$ cat src/rtl/hazard_scoreboard_pkg.sv
// Shared types and constants for the ID-stage hazard scoreboard.
//   sb_entry_t   : one in-flight destination {v, lw, td}
//   FWD_*        : forward-select encodings for fwd_a / fwd_b
//   RS_* / RT_*  : source-register field positions in the instruction word
//   fwd_sel()    : forward select from EX/MEM matches
package hazard_scoreboard_pkg;

    // Width of the td field; the top-level REG_W must equal this.
    localparam int unsigned SB_TD_W = 5;

    localparam logic [1:0] FWD_RF    = 2'b00;
    localparam logic [1:0] FWD_EXMEM = 2'b01;
    localparam logic [1:0] FWD_MEMWB = 2'b10;

    localparam int unsigned RS_HI = 25;
    localparam int unsigned RS_LO = 21;
    localparam int unsigned RT_HI = 20;
    localparam int unsigned RT_LO = 16;

    typedef struct packed {
        logic               v;
        logic               lw;
        logic [SB_TD_W-1:0] td;
    } sb_entry_t;

    // EX wins over MEM; a load in EX cannot forward (it stalls instead).
    function automatic logic [1:0] fwd_sel(logic m_ex, logic lw_ex, logic m_mem);
        if (m_ex && !lw_ex) begin
            return FWD_EXMEM;
        end else if (m_mem) begin
            return FWD_MEMWB;
        end
        return FWD_RF;
    endfunction

endpackage

$ cat src/rtl/hazard_scoreboard_if.sv
// ID-stage hazard interface.
//   master : decode side, drives the ID instruction and BJ, receives controls
//   slave  : hazard controller, drives stall / bubble / forward selects
interface hazard_scoreboard_if #(
    parameter int unsigned REG_W = 5
);
    logic [31:0]      id_instr;
    logic             id_use_rs;
    logic             id_use_rt;
    logic [REG_W-1:0] id_td;
    logic             id_WREG;
    logic             id_LW;
    logic             BJ;
    logic             stall;
    logic             bubble;
    logic [1:0]       fwd_a;
    logic [1:0]       fwd_b;

    modport master (
        output id_instr, id_use_rs, id_use_rt, id_td, id_WREG, id_LW, BJ,
        input  stall, bubble, fwd_a, fwd_b
    );

    modport slave (
        input  id_instr, id_use_rs, id_use_rt, id_td, id_WREG, id_LW, BJ,
        output stall, bubble, fwd_a, fwd_b
    );
endinterface

$ cat src/rtl/hazard_scoreboard_sb_match.sv
// sb_match: combinational comparator of one source register against one
// scoreboard entry.
//   entry_i    : scoreboard entry {v, lw, td}
//   r_i        : source register index
//   use_i      : the ID instruction actually reads r_i
//   match_o    : entry will write r_i
//   lw_match_o : match_o and the producer is a load
module sb_match
    import hazard_scoreboard_pkg::*;
(
    input  sb_entry_t          entry_i,
    input  logic [SB_TD_W-1:0] r_i,
    input  logic               use_i,
    output logic               match_o,
    output logic               lw_match_o
);
    // $0 is hard-wired zero, so it never carries a dependency.
    assign match_o    = use_i & (r_i != '0) & entry_i.v & (entry_i.td == r_i);
    assign lw_match_o = match_o & entry_i.lw;
endmodule

$ cat src/rtl/hazard_scoreboard.sv
// hazard_scoreboard: stall/bubble controller beside the ID/EX register.
// Tracks destinations in flight in EX, MEM and WB and compares them against
// the sources of the instruction in ID.
//   clk, rst     : clock (rising edge), asynchronous active-low reset
//   hz (slave)   : ID instruction info in; stall, bubble, fwd_a, fwd_b out
//   stall_cnt    : saturating count of stall cycles
// Build option HAZARD_FORWARD_EN: only load-use stalls, and forward selects
// are produced; without it fwd_* stay 00 and every RAW dependency stalls.
module hazard_scoreboard
    import hazard_scoreboard_pkg::*;
#(
    parameter int unsigned REG_W            = 5,
    parameter bit          WB_WRITE_THROUGH = 1'b1,
    parameter int unsigned CNT_W            = 16
) (
    input  logic                clk,
    input  logic                rst,
    hazard_scoreboard_if.slave  hz,
    output logic [CNT_W-1:0]    stall_cnt
);
    sb_entry_t sb_ex_q, sb_mem_q, sb_wb_q, sb_ex_d;
    sb_entry_t stage [3];

    logic [SB_TD_W-1:0] rs, rt;
    logic [2:0]         m_rs, m_rt, lwm_rs, lwm_rt;
    logic               haz;
    logic [CNT_W-1:0]   stall_cnt_q;

    assign rs = hz.id_instr[RS_HI:RS_LO];
    assign rt = hz.id_instr[RT_HI:RT_LO];

    assign stage[0] = sb_ex_q;
    assign stage[1] = sb_mem_q;
    assign stage[2] = sb_wb_q;

    for (genvar g = 0; g < 3; g++) begin : gen_match
        sb_match u_match_rs (
            .entry_i    (stage[g]),
            .r_i        (rs),
            .use_i      (hz.id_use_rs),
            .match_o    (m_rs[g]),
            .lw_match_o (lwm_rs[g])
        );
        sb_match u_match_rt (
            .entry_i    (stage[g]),
            .r_i        (rt),
            .use_i      (hz.id_use_rt),
            .match_o    (m_rt[g]),
            .lw_match_o (lwm_rt[g])
        );
    end

`ifdef HAZARD_FORWARD_EN
    assign haz = lwm_rs[0] | lwm_rt[0];
`else
    assign haz = m_rs[0] | m_rt[0] | m_rs[1] | m_rt[1]
               | (!WB_WRITE_THROUGH & (m_rs[2] | m_rt[2]));
`endif

    // A taken branch squashes the ID instruction, so its hazard is moot.
    assign hz.stall  = !hz.BJ & haz;
    assign hz.bubble = hz.BJ | haz;

    always_comb begin
        hz.fwd_a = FWD_RF;
        hz.fwd_b = FWD_RF;
`ifdef HAZARD_FORWARD_EN
        if (!hz.stall && !hz.bubble) begin
            hz.fwd_a = fwd_sel(m_rs[0], sb_ex_q.lw, m_rs[1]);
            hz.fwd_b = fwd_sel(m_rt[0], sb_ex_q.lw, m_rt[1]);
        end
`endif
    end

    always_comb begin
        sb_ex_d = '0;
        if (!hz.bubble) begin
            sb_ex_d.v  = hz.id_WREG & (hz.id_td != '0);
            sb_ex_d.lw = hz.id_LW;
            sb_ex_d.td = SB_TD_W'(hz.id_td);
        end
    end

    // The scoreboard advances every cycle; a stall is covered by the bubble.
    always_ff @(posedge clk or negedge rst) begin
        if (!rst) begin
            sb_ex_q     <= '0;
            sb_mem_q    <= '0;
            sb_wb_q     <= '0;
            stall_cnt_q <= '0;
        end else begin
            sb_wb_q  <= sb_mem_q;
            sb_mem_q <= sb_ex_q;
            sb_ex_q  <= sb_ex_d;
            if (hz.stall && (stall_cnt_q != '1)) begin
                stall_cnt_q <= stall_cnt_q + CNT_W'(1);
            end
        end
    end

    assign stall_cnt = stall_cnt_q;

    logic unused_bits;
    assign unused_bits = ^{hz.id_instr[31:26], hz.id_instr[15:0], m_rs[2], m_rt[2],
                           lwm_rs, lwm_rt, sb_wb_q.lw};
endmodule
$ cat src/flat_wrapper.sv
// flat-port wrapper written by rule: the top's interface ports become plain ports
module hazard_scoreboard_flat import hazard_scoreboard_pkg::*;
#(
    parameter int unsigned REG_W            = 5,
    parameter bit          WB_WRITE_THROUGH = 1'b1,
    parameter int unsigned CNT_W            = 16
)
  (clk, rst, stall_cnt, hz_id_instr, hz_id_use_rs, hz_id_use_rt, hz_id_td, hz_id_WREG, hz_id_LW, hz_BJ, hz_stall, hz_bubble, hz_fwd_a, hz_fwd_b);
  hazard_scoreboard_if #(.REG_W(REG_W)) hz_i ();
  input  logic clk;
  input  logic rst;
  output logic [CNT_W-1:0] stall_cnt;
  input wire logic [$bits(hz_i.id_instr)-1:0] hz_id_instr;
  input wire logic [$bits(hz_i.id_use_rs)-1:0] hz_id_use_rs;
  input wire logic [$bits(hz_i.id_use_rt)-1:0] hz_id_use_rt;
  input wire logic [$bits(hz_i.id_td)-1:0] hz_id_td;
  input wire logic [$bits(hz_i.id_WREG)-1:0] hz_id_WREG;
  input wire logic [$bits(hz_i.id_LW)-1:0] hz_id_LW;
  input wire logic [$bits(hz_i.BJ)-1:0] hz_BJ;
  output wire logic [$bits(hz_i.stall)-1:0] hz_stall;
  output wire logic [$bits(hz_i.bubble)-1:0] hz_bubble;
  output wire logic [$bits(hz_i.fwd_a)-1:0] hz_fwd_a;
  output wire logic [$bits(hz_i.fwd_b)-1:0] hz_fwd_b;
  assign hz_i.id_instr = hz_id_instr;
  assign hz_i.id_use_rs = hz_id_use_rs;
  assign hz_i.id_use_rt = hz_id_use_rt;
  assign hz_i.id_td = hz_id_td;
  assign hz_i.id_WREG = hz_id_WREG;
  assign hz_i.id_LW = hz_id_LW;
  assign hz_i.BJ = hz_BJ;
  assign hz_stall = hz_i.stall;
  assign hz_bubble = hz_i.bubble;
  assign hz_fwd_a = hz_i.fwd_a;
  assign hz_fwd_b = hz_i.fwd_b;
  hazard_scoreboard #(.REG_W(REG_W), .WB_WRITE_THROUGH(WB_WRITE_THROUGH), .CNT_W(CNT_W)) u_core (.clk(clk), .rst(rst), .hz(hz_i), .stall_cnt(stall_cnt));
endmodule
$ cat config.mk
export PLATFORM = sky130hd
export DESIGN_NAME = hazard_scoreboard_flat
export DESIGN_NICKNAME = d
export VERILOG_FILES = /design/src/rtl/hazard_scoreboard_pkg.sv /design/src/rtl/hazard_scoreboard_if.sv /design/src/rtl/hazard_scoreboard_sb_match.sv /design/src/rtl/hazard_scoreboard.sv /design/src/flat_wrapper.sv
export SDC_FILE = /design/constraint.sdc
export NUM_CORES = 1
export LEC_CHECK = 0
export CAP_MARGIN = 5
export CORE_UTILIZATION = 45
export CTS_CLUSTER_DIAMETER = 60
export CTS_CLUSTER_SIZE = 10
export DETAILED_ROUTE_END_ITERATION = 6
export PLACE_DENSITY_LB_ADDON = 0.05
export SYNTH_ARGS = -nofsm -noshare
export SYNTH_HDL_FRONTEND = slang
export SYNTH_SLANG_ARGS = --single-unit
export TNS_END_PERCENT = 1
$ cat constraint.sdc
create_clock -name clk -period 5.6 [get_ports clk]
set_input_delay 0.56 -clock clk [delete_from_list [all_inputs] [get_ports clk]]
set_output_delay 0.56 -clock clk [all_outputs]
set_load 0.02 [all_outputs]
==> flow_metrics.env, run 1 <==
export IMPL_first_iter_violations=59
export IMPL_hp_class="register to register"
export IMPL_io_pins=66
export IMPL_p_sw_share_pct=25.8
export IMPL_grt_util_all_layers_pct=18.5
export IMPL_htree_num_levels=1
export IMPL_setup_slack_ps=1890
export IMPL_muxShareOfSynthArea_pct=2.29
export IMPL_place_gp_congestion=0.817
export IMPL_num_nets_final=225
export IMPL_clk_pin_slew_ps=140
export IMPL_ctsResizeCount=0
export IMPL_cp_end_kind="output port"
export IMPL_synth_fa_ha_area_share_pct=0.849
export IMPL_crit_fanout=11
export IMPL_outcome="finished, final reports clean"
export IMPL_period_minus_slack_ps=3710
export IMPL_use_met1_pct=26.2
export IMPL_max_slew_margin_pct=62.3
export IMPL_dp_hpwl_um=2220
export IMPL_pwr_share_comb_pct=16.9
export IMPL_cp_slowest_cell="or4_1"
export IMPL_required_ps=5040
export IMPL_clock_path_buffers=2
export IMPL_grt_max_degree=29
export IMPL_fill_cells=264
export IMPL_cts_sinks=28
export IMPL_cts_setup_buffers=0
export IMPL_drc=0
export IMPL_rsz0062_at_grt="no"
export IMPL_path_cells="clkdlybuf4s50_1, or4_1, o21ai_1, nor4_1, o21ai_1, nand2_1, nor2_2, inv_1, clkdlybuf4s50_1"
export IMPL_initial_utilization_pct=47.9
export IMPL_cellPowerDensity_nw_per_um2=200
export IMPL_synth_cell_type_count=31
export IMPL_skew_ps=6.46
export IMPL_diodes=0
export IMPL_clkLatencyLatePin_ps=330
export IMPL_die_area_um2=3510
export IMPL_avgSynthCellArea_um2=10.7
export IMPL_gr_usage_met2_pct=28.7
export IMPL_clock_power_share_pct=26.0
export IMPL_synth_compound_area_share_pct=3.57
export IMPL_p_leak_uw=0.000790
export IMPL_finalHoldViolCount=0
export IMPL_yosys_area_share_simple_pct=22.8
export IMPL_p_switching_uw=99.5
export IMPL_max_stage_delay_ps=540
export IMPL_fmax_mhz=269
export IMPL_final_setup_tns_ps=0
export IMPL_crit_family="simple AND/OR/NAND/NOR gates"
export IMPL_cts_tree="built"
export IMPL_area_growth_pct=30.9
export IMPL_min_period_over_period_pct=66.3
export IMPL_core_area_um2=3080
export IMPL_syn_area_um2=1470
export IMPL_ctsRootBufferMaster="clkbuf_4"
export IMPL_final_seq_area_um2=701
export IMPL_drive_above_1_share_pct=7.26
export IMPL_power_frac_seq_pct=57.1
export IMPL_core_rowCount=20
export IMPL_synthXorXnorAreaFrac_pct=19.5
export IMPL_finalSetupViolCount=0
export IMPL_ys_ff_latch=28
export IMPL_synth_warning_count=0
export IMPL_ys_seq_area_share_pct=47.5
export IMPL_synth_top_family_by_area="simple AND/OR/NAND/NOR gates"
export IMPL_syn_inst=138
export IMPL_grt_pass1_wl_um=4860
export IMPL_multiInputGateArea_um2=738
export IMPL_critPathArrivalTime_ps=3150
export IMPL_cts_buffers=3
export IMPL_dieWidth_um=59.2
export IMPL_start_kind="input port"
export IMPL_wl_um=2870
export IMPL_antenna_found_initial=0
export IMPL_viasPerCell=5.14
export IMPL_die_y_um=59.2
export IMPL_grt_pass1_vias=1071
export IMPL_overflow=0
export IMPL_drv_cap=0
export IMPL_vias=1147
export IMPL_first_pass_iters=4
export IMPL_p_int_uw=286
export IMPL_avgRoutedWirePerCell_um=12.9
export IMPL_cts_hold_buf=0
export IMPL_path_buf_inv=3
export IMPL_top_usage_layer="met2"
export IMPL_slew_viol_final=0
export IMPL_place_ws_ps=1880
export IMPL_tightestPinTransition_ps=561
export IMPL_portBuffers=38
export IMPL_path_class="input port to output port"
export IMPL_grt_use_met3_pct=3.71
export IMPL_detail_route_antenna_nets=0
export IMPL_peakVddDrop_mv=0.169
routing by layer:
layer | wire (um) | part of all wire [%]
met1 | 1410 | 49
met2 | 1260 | 44
met3 | 155 | 5.4
met4 | 41 | 1.4
met5 | 0 | 0
power by group through the flow:
stage / clock [uW] / combinational [uW] / sequential, uW
floorplan: 0 / 27.8 / 227
global placement: 0 / 63.8 / 224
detailed placement: 0 / 65.9 / 224
CTS: 101 / 66.2 / 220
global route: 106 / 71.3 / 222
finish: 100 / 65.0 / 220
final cells by class:
| cell class | instances | area share (%) |
|---|---|---|
| multi-input cells | 105 | 38.3 |
| flip-flops and latches | 28 | 36.3 |
| repair buffers | 39 | 20.1 |
| well taps | 44 | 2.85 |
| clock buffers | 4 | 1.88 |
| inverters | 3 | 0.584 |
registers in the layout, summed over array words and instances, names as in the netlist:
| signal | cells |
|---|---|
| u_core.sb_ex_q | 6 |
| u_core.sb_mem_q | 6 |
| u_core.stall_cnt | 16 |
synth_stat cells (all sizes together):
cell / count / area, um^2
nand2: 6 / 22.5
nand2b: 1 / 6.26
and2: 6 / 37.5
nor3: 1 / 5.00
xnor2: 24 / 218
dfrtp: 28 / 701
a21o: 1 / 8.76
ha: 1 / 12.5
o21ai: 4 / 23.8
or4: 5 / 41.3
o311a: 1 / 10.0
nand3b: 1 / 7.51
or3: 3 / 18.8
xor2: 8 / 70.1
nand3: 14 / 70.1
inv: 3 / 11.3
conb: 1 / 3.75
buf: 5 / 35.0
nor2: 5 / 21.3
mux2: 3 / 33.8
and3: 5 / 31.3
nand4: 5 / 31.3
a21oi: 2 / 10.0
nor4: 5 / 43.8
cell usage in the layout (no fill, tap or decap):
| cell | n |
|---|---|
| clkdlybuf4s50_1 | 38 |
| buf_4 | 1 |
| or3_1 | 3 |
| or4_4 | 1 |
| xnor2_1 | 23 |
| a21o_2 | 1 |
| mux2_1 | 2 |
| nor2_2 | 1 |
| nor3_1 | 1 |
| o21ai_1 | 3 |
| nand2_1 | 6 |
| nand2b_1 | 1 |
| clkbuf_4 | 3 |
| clkbuf_8 | 1 |
| conb_1 | 4 |
| nor4_1 | 3 |
| xor2_1 | 8 |
| nor2_1 | 4 |
| o21ai_2 | 1 |
| a21oi_1 | 2 |
| mux2_2 | 1 |
| nand3_1 | 14 |
| nand4_1 | 5 |
| ha_1 | 1 |
| nand3b_1 | 1 |
| or4_1 | 4 |
| dfrtp_1 | 28 |
| nor4_2 | 2 |
| xnor2_2 | 1 |
| and2_1 | 6 |
| o311a_1 | 1 |
| inv_1 | 3 |
| and3_1 | 5 |
path summary, 6_finish.rpt:
kind / start / to / slack, ps / cells after the start
worst max-delay path: hz_id_instr[16] / hz_bubble / 1890 / 9
worst min-delay path: u_core.sb_ex_q[6]$_DFF_PN0_ / u_core.sb_mem_q[6]$_DFF_PN0_ / 410 / 0
worst max register to register: u_core.stall_cnt[10]$_DFFE_PN0P_ / u_core.stall_cnt[1]$_DFFE_PN0P_ / 3410 / 7
worst min register to register: u_core.sb_ex_q[6]$_DFF_PN0_ / u_core.sb_mem_q[6]$_DFF_PN0_ / 410 / 0
max in group asynchronous: rst / u_core.stall_cnt[5]$_DFFE_PN0P_ / 4760 / 2
min in group asynchronous: rst / u_core.stall_cnt[7]$_DFFE_PN0P_ / 580 / 2
per-stage QoR:
stage                     instance area, um^2  hold slack [ps]  total power [uW]  std cells  utilization, %
final                                    1930              406               386        223            62.7
after global routing                     1930              413               399        223            62.7
after CTS                                1930              408               387        223            62.7
after detailed placement                 1890              374               290        219            61.5
after global placement                   1890              371               288        219            61.5
after floorplan                          1490              264               255        141               -
logic make-up after synthesis:
logic type      Yosys count
simple gates             57
xor+xnor                 32
flops                    28
compound gates            8
buf+inv                   8
mux                       3
fa+ha+maj                 1
other cells               1
worst reg2reg max path: stages, from the launching register on:
cell and delay, ps:
dfrtp_1 430, and2_1 190, and3_1 240, nand3_1 110, nor4_2 440, nor2_1 190
nand2_1 160, mux2_1 340
Note: power is estimated with default switching activity, not from simulation.
==> inputs of run 2 (changes only) <==
--- a/config.mk
+++ b/config.mk
@@ -6,7 +6,7 @@
 export NUM_CORES = 1
 export LEC_CHECK = 0
 export CAP_MARGIN = 5
-export CORE_UTILIZATION = 45
+export CORE_UTILIZATION = 37
 export CTS_CLUSTER_DIAMETER = 60
 export CTS_CLUSTER_SIZE = 10
 export DETAILED_ROUTE_END_ITERATION = 6
==> constraint.sdc (replaced) <==
create_clock -name clk -period 3.1 [get_ports clk]
set_input_delay 0.31 -clock clk [delete_from_list [all_inputs] [get_ports clk]]
set_output_delay 0.31 -clock clk [all_outputs]
set_load 0.02 [all_outputs]
==> run 2 against run 1 <==
Final cell count grew 3.1%; largest power group unchanged; highest routed layer unchanged; worst hold slack lost 12 ps; combinational power grew 83%.
==> flow_metrics.env, run 2 (synthesis gave the netlist of run 1 again) <==
export IMPL_start_kind="input port"
export IMPL_required_ps=2790
export IMPL_design_area_um2=1980
export IMPL_viasPerCell=5.08
export IMPL_min_period_over_period_pct=92.2
export IMPL_cp_end_kind="output port"
export IMPL_critPathArrivalTime_ps=2550
export IMPL_ctsRootBufferMaster="clkbuf_8"
export IMPL_core_rowCount=22
export IMPL_grt_pass1_wl_um=5000
export IMPL_core_area_um2=3740
export IMPL_mostFrequentLayoutCells="clkdlybuf4s50_1, dfrtp_1, xnor2_1, nand3_1, xor2_1"
export IMPL_drv_cap=0
export IMPL_finalHoldViolCount=0
export IMPL_drc=0
export IMPL_p_int_uw=560
export IMPL_p_leak_uw=0.000813
export IMPL_vias=1169
export IMPL_slew_viol_final=0
export IMPL_first_pass_iters=4
export IMPL_cp_slowest_cell="or4_1"
export IMPL_p_switching_uw=182
export IMPL_skew_ps=5.64
export IMPL_final_util_pct=52.8
export IMPL_io_pins=66
export IMPL_die_y_um=65.1
export IMPL_path_cells="clkdlybuf4s50_1, or4_1, o21ai_1, nor4_1, o21ai_1, nand2_1, nor2_2, inv_1, clkdlybuf4s50_1"
export IMPL_avgRoutedWirePerCell_um=12.8
export IMPL_clkLatencyLatePin_ps=270
export IMPL_largest_reg_flops=16
export IMPL_power_frac_seq_pct=53.7
export IMPL_antenna_found_initial=0
export IMPL_clock_path_buffers=2
export IMPL_cts_sinks=28
export IMPL_cellPowerDensity_nw_per_um2=375
export IMPL_final_setup_tns_ps=0
export IMPL_grt_max_degree=29
export IMPL_cts_tree="built"
export IMPL_reg2reg_setup_slack_ps=890
export IMPL_hp_class="register to register"
export IMPL_first_iter_violations=30
export IMPL_detail_route_antenna_nets=0
export IMPL_min_from="u_core.sb_ex_q[6]$_DFF_PN0_"
export IMPL_dieWidth_um=65.1
export IMPL_worstHoldEndpoint="u_core.sb_mem_q[6]$_DFF_PN0_"
export IMPL_overflow=0
export IMPL_num_nets_final=228
export IMPL_rsz0062_at_grt="no"
export IMPL_cts_hold_buf=0
export IMPL_max_slew_margin_pct=64.5
export IMPL_drive_above_1_share_pct=8.79
export IMPL_r2r_start="u_core.sb_ex_q[1]$_DFF_PN0_"
export IMPL_outcome="finished, final reports clean"
export IMPL_finalSetupViolCount=0
export IMPL_grt_pass1_vias=1131
export IMPL_htree_num_levels=1
export IMPL_reg2reg_depth=7
export IMPL_tightestPinTransition_ps=529
export IMPL_p_sw_share_pct=24.6
export IMPL_cts_setup_buffers=0
export IMPL_path_class="input port to output port"
export IMPL_wl_um=2950
export IMPL_setup_slack_ps=242
export IMPL_rr_endpoint="u_core.stall_cnt[9]$_DFFE_PN0P_"
export IMPL_grt_util_all_layers_pct=15.6
export IMPL_clock_power_share_pct=30.2
export IMPL_dp_hpwl_um=2310
export IMPL_peakVddDrop_mv=0.198
export IMPL_portBuffers=38
export IMPL_layout_cells_most_common="clkdlybuf4s50_1"
export IMPL_cts_buffers=3
export IMPL_placed_area_um2=1920
export IMPL_clk_pin_slew_ps=90
export IMPL_pwr_share_comb_pct=16.0
export IMPL_period_minus_slack_ps=2860
export IMPL_ctsResizeCount=0
export IMPL_crit_fanout=3
export IMPL_place_ws_ps=235
export IMPL_area_growth_pct=34.0
export IMPL_die_area_um2=4240
export IMPL_diodes=0
export IMPL_place_gp_congestion=0.823
export IMPL_fmax_mhz=350
export IMPL_initial_utilization_pct=39.4
export IMPL_hold_depth=0
export IMPL_max_stage_delay_ps=530
[run 2: changes by cell type in the layout (fill, tap and decap cells not counted)]
cell / before / now
buf_4: 1 / 4
clkbuf_4: 3 / 0
clkbuf_8: 1 / 4
[run 2: how the worst max path moves through the flow]
stage                         start        end
finish              hz_id_instr[16]  hz_bubble
global route        hz_id_instr[21]  hz_bubble
CTS                 hz_id_instr[16]  hz_bubble
detailed placement  hz_id_instr[16]  hz_bubble
global placement    hz_id_instr[21]  hz_bubble
floorplan           hz_id_instr[21]  hz_bubble
[run 2: power groups by stage]
| stage | clock (uW) | combinational, uW | sequential, uW |
|---|---|---|---|
| final | 224 | 119 | 399 |
| after global routing | 248 | 131 | 402 |
| after CTS | 233 | 121 | 399 |
| after detailed placement | 0 | 120 | 406 |
| after global placement | 0 | 117 | 405 |
| after floorplan | 0 | 50.3 | 411 |
[run 2: cell type report]
cell class / count / area (um^2)
fill: 355 / 1770
multi-input combinational: 105 / 738
sequential: 28 / 701
timing repair buffer: 42 / 410
tap: 48 / 60.1
clock buffer: 4 / 55.1
inverter: 3 / 11.3
[run 2: layer usage]
metal | GRT usage, % | part of all wire (%) | wire, um
met5 | 0 | 0 | 0
met2 | 26.4 | 47 | 1400
met1 | 19.5 | 47 | 1380
met4 | 6.52 | 1.4 | 42
met3 | 2.78 | 4.6 | 137
[run 2: stage by stage]
step / hold WS, ps / power (uW) / instances
after CTS: 390 / 753 / 230
after global placement: 370 / 523 / 226
after detailed placement: 367 / 526 / 226
after global routing: 406 / 781 / 230
final: 394 / 742 / 230
after floorplan: 14.4 / 461 / 141
[run 2: worst max-delay path, delay by kind of cell]
family          cells  cell delay, ps
compound gates      2             360
buf+inv             3            1040
simple gates        4             830
==> inputs of run 3 (changes only) <==
--- a/config.mk
+++ b/config.mk
@@ -6,7 +6,7 @@
 export NUM_CORES = 1
 export LEC_CHECK = 0
 export CAP_MARGIN = 5
-export CORE_UTILIZATION = 37
+export CORE_UTILIZATION = 28
 export CTS_CLUSTER_DIAMETER = 60
 export CTS_CLUSTER_SIZE = 10
 export DETAILED_ROUTE_END_ITERATION = 6
==> run 3 against run 2 <==
Register-to-register slack worse by 20 ps; wire length is 5.5% higher; final cell count is 9.1% higher; via count is 1.4% lower; fmax is 1.2% lower; combinational power hardly changed; sequential share of layout area is 0.25 points lower; largest power group unchanged; first-iteration DRC count is 20% lower; clock power is 14% lower; count of clock-buffer cells in the layout is 1 lower; worst hold slack worse by 10 ps.
==> flow_metrics.env, run 3 (synthesis gave the netlist of run 1 again) <==
export IMPL_grt_max_degree=29
export IMPL_period_minus_slack_ps=2890
export IMPL_slew_viol_final=0
export IMPL_required_ps=2790
export IMPL_p_int_uw=533
export IMPL_clkLatencyLatePin_ps=270
export IMPL_rsz0062_at_grt="no"
export IMPL_num_nets_final=228
export IMPL_final_setup_tns_ps=0
export IMPL_avgRoutedWirePerCell_um=12.4
export IMPL_cts_buffers=3
export IMPL_grt_util_all_layers_pct=12.6
export IMPL_place_gp_congestion=0.862
export IMPL_placed_cells=248
export IMPL_first_iter_violations=24
export IMPL_drc=0
export IMPL_critPathArrivalTime_ps=2580
export IMPL_core_rowCount=26
export IMPL_largest_reg_flops=16
export IMPL_die_y_um=74.6
export IMPL_die_area_um2=5560
export IMPL_core_area_um2=5070
export IMPL_grt_pass1_vias=1128
export IMPL_cts_hold_buf=0
export IMPL_dp_hpwl_um=2460
export IMPL_path_cells="clkdlybuf4s50_1, or4_1, o21ai_2, nor4_2, o21ai_1, nand2_1, nor2_2, inv_1, clkdlybuf4s50_1"
export IMPL_first_pass_iters=4
export IMPL_cpMostUsedCell="clkdlybuf4s50_1"
export IMPL_peakVddDrop_mv=0.190
export IMPL_tightestPinTransition_ps=500
export IMPL_max_stage_delay_ps=570
export IMPL_area_growth_pct=35.0
export IMPL_p_switching_uw=178
export IMPL_vias=1153
export IMPL_skew_ps=6.86
export IMPL_outcome="finished, final reports clean"
export IMPL_start_kind="input port"
export IMPL_multiInputGateArea_um2=738
export IMPL_portBuffers=38
export IMPL_fmax_mhz=346
export IMPL_power_frac_seq_pct=56.1
export IMPL_drive_above_1_share_pct=8.29
export IMPL_min_period_over_period_pct=93.3
export IMPL_dieWidth_um=74.6
export IMPL_path_buf_inv=3
export IMPL_ctsResizeCount=0
export IMPL_grt_pass1_wl_um=5260
export IMPL_final_seq_area_um2=701
export IMPL_crit_fanout=3
export IMPL_drv_cap=0
export IMPL_viasPerCell=4.59
export IMPL_stdcell_count=251
export IMPL_wl_um=3120
export IMPL_cellPowerDensity_nw_per_um2=357
export IMPL_finalHoldViolCount=0
export IMPL_diodes=0
export IMPL_ctsRootBufferMaster="clkbuf_8"
export IMPL_p_sw_share_pct=25.0
export IMPL_worstHoldEndpoint="u_core.sb_mem_q[6]$_DFF_PN0_"
export IMPL_mostFrequentLayoutCells="clkdlybuf4s50_1, dfrtp_1, xnor2_1, nand3_1, xor2_1"
export IMPL_p_leak_uw=0.000805
export IMPL_overflow=0
export IMPL_clk_pin_slew_ps=80
export IMPL_io_pins=66
export IMPL_cp_slowest_cell="or4_1"
export IMPL_r2r_start="u_core.sb_mem_q[4]$_DFF_PN0_"
export IMPL_cp_end_kind="output port"
export IMPL_crit_family="buffers and inverters"
export IMPL_reg2reg_setup_slack_ps=870
export IMPL_hp_class="register to register"
export IMPL_fill_cells=528
export IMPL_detail_route_antenna_nets=0
export IMPL_reg2reg_depth=8
export IMPL_finalSetupViolCount=0
export IMPL_layout_cells_most_common="clkdlybuf4s50_1"
export IMPL_cts_tree="built"
export IMPL_rr_endpoint="u_core.stall_cnt[15]$_DFFE_PN0P_"
export IMPL_antenna_found_initial=0
export IMPL_max_slew_margin_pct=66.4
export IMPL_htree_num_levels=1
export IMPL_cts_sinks=28
export IMPL_clock_path_buffers=2
export IMPL_initial_utilization_pct=29.0
export IMPL_clock_power_share_pct=27.0
export IMPL_pwr_share_comb_pct=16.9
export IMPL_min_from="u_core.sb_ex_q[6]$_DFF_PN0_"
export IMPL_hold_slack_ps=384
export IMPL_cts_setup_buffers=0
export IMPL_hold_depth=0
export IMPL_path_class="input port to output port"
run 3: cell count changes in the layout (fill, tap and decap cells not counted), sizes merged:
cell | before | now
clkbuf | 4 | 3
run 3: layout make-up:
| type | count | area share, % |
|---|---|---|
| timing repair buffer | 42 | 20.6 |
| inverter | 3 | 0.566 |
| clock buffer | 3 | 2.08 |
| tap | 70 | 4.40 |
| multi-input combinational | 105 | 37.1 |
| sequential | 28 | 35.2 |
run 3: power groups by stage:
| stage | sequential, uW | combinational, uW | clock [uW] |
|---|---|---|---|
| floorplan | 411 | 50.3 | 0 |
| global placement | 405 | 119 | 0 |
| detailed placement | 406 | 122 | 0 |
| CTS | 399 | 122 | 204 |
| global route | 401 | 131 | 221 |
| finish | 399 | 120 | 192 |
run 3: metrics by stage:
stage               setup WS, ps  power (uW)  cell area (um^2)  util, %
floorplan                   1070         461              1490        -
global placement             187         524              1950     38.4
detailed placement           176         527              1950     38.4
CTS                          169         725              1990     39.2
global route                48.2         753              1990     39.2
finish                       209         711              1990     39.2
run 3: metal layers:
metal / wire (um) / up-vias / global-route usage (%)
li1: - / 562 / -
met1: 1540 / 556 / 17.6
met2: 1410 / 33 / 19.9
met3: 143 / 2 / 2.44
met4: 22 / 0 / 3.77
met5: 0 / - / 0
run 3: worst max path at each step:
stage | startpoint | to | slack (ps) | cells after the start
floorplan | hz_id_instr[21] | hz_bubble | 1070 | 8
global placement | hz_id_instr[21] | hz_bubble | 190 | 9
detailed placement | hz_id_instr[16] | hz_bubble | 180 | 9
CTS | hz_id_instr[16] | hz_bubble | 170 | 9
global route | hz_id_instr[16] | hz_bubble | 50 | 9
finish | hz_id_instr[21] | hz_bubble | 210 | 9
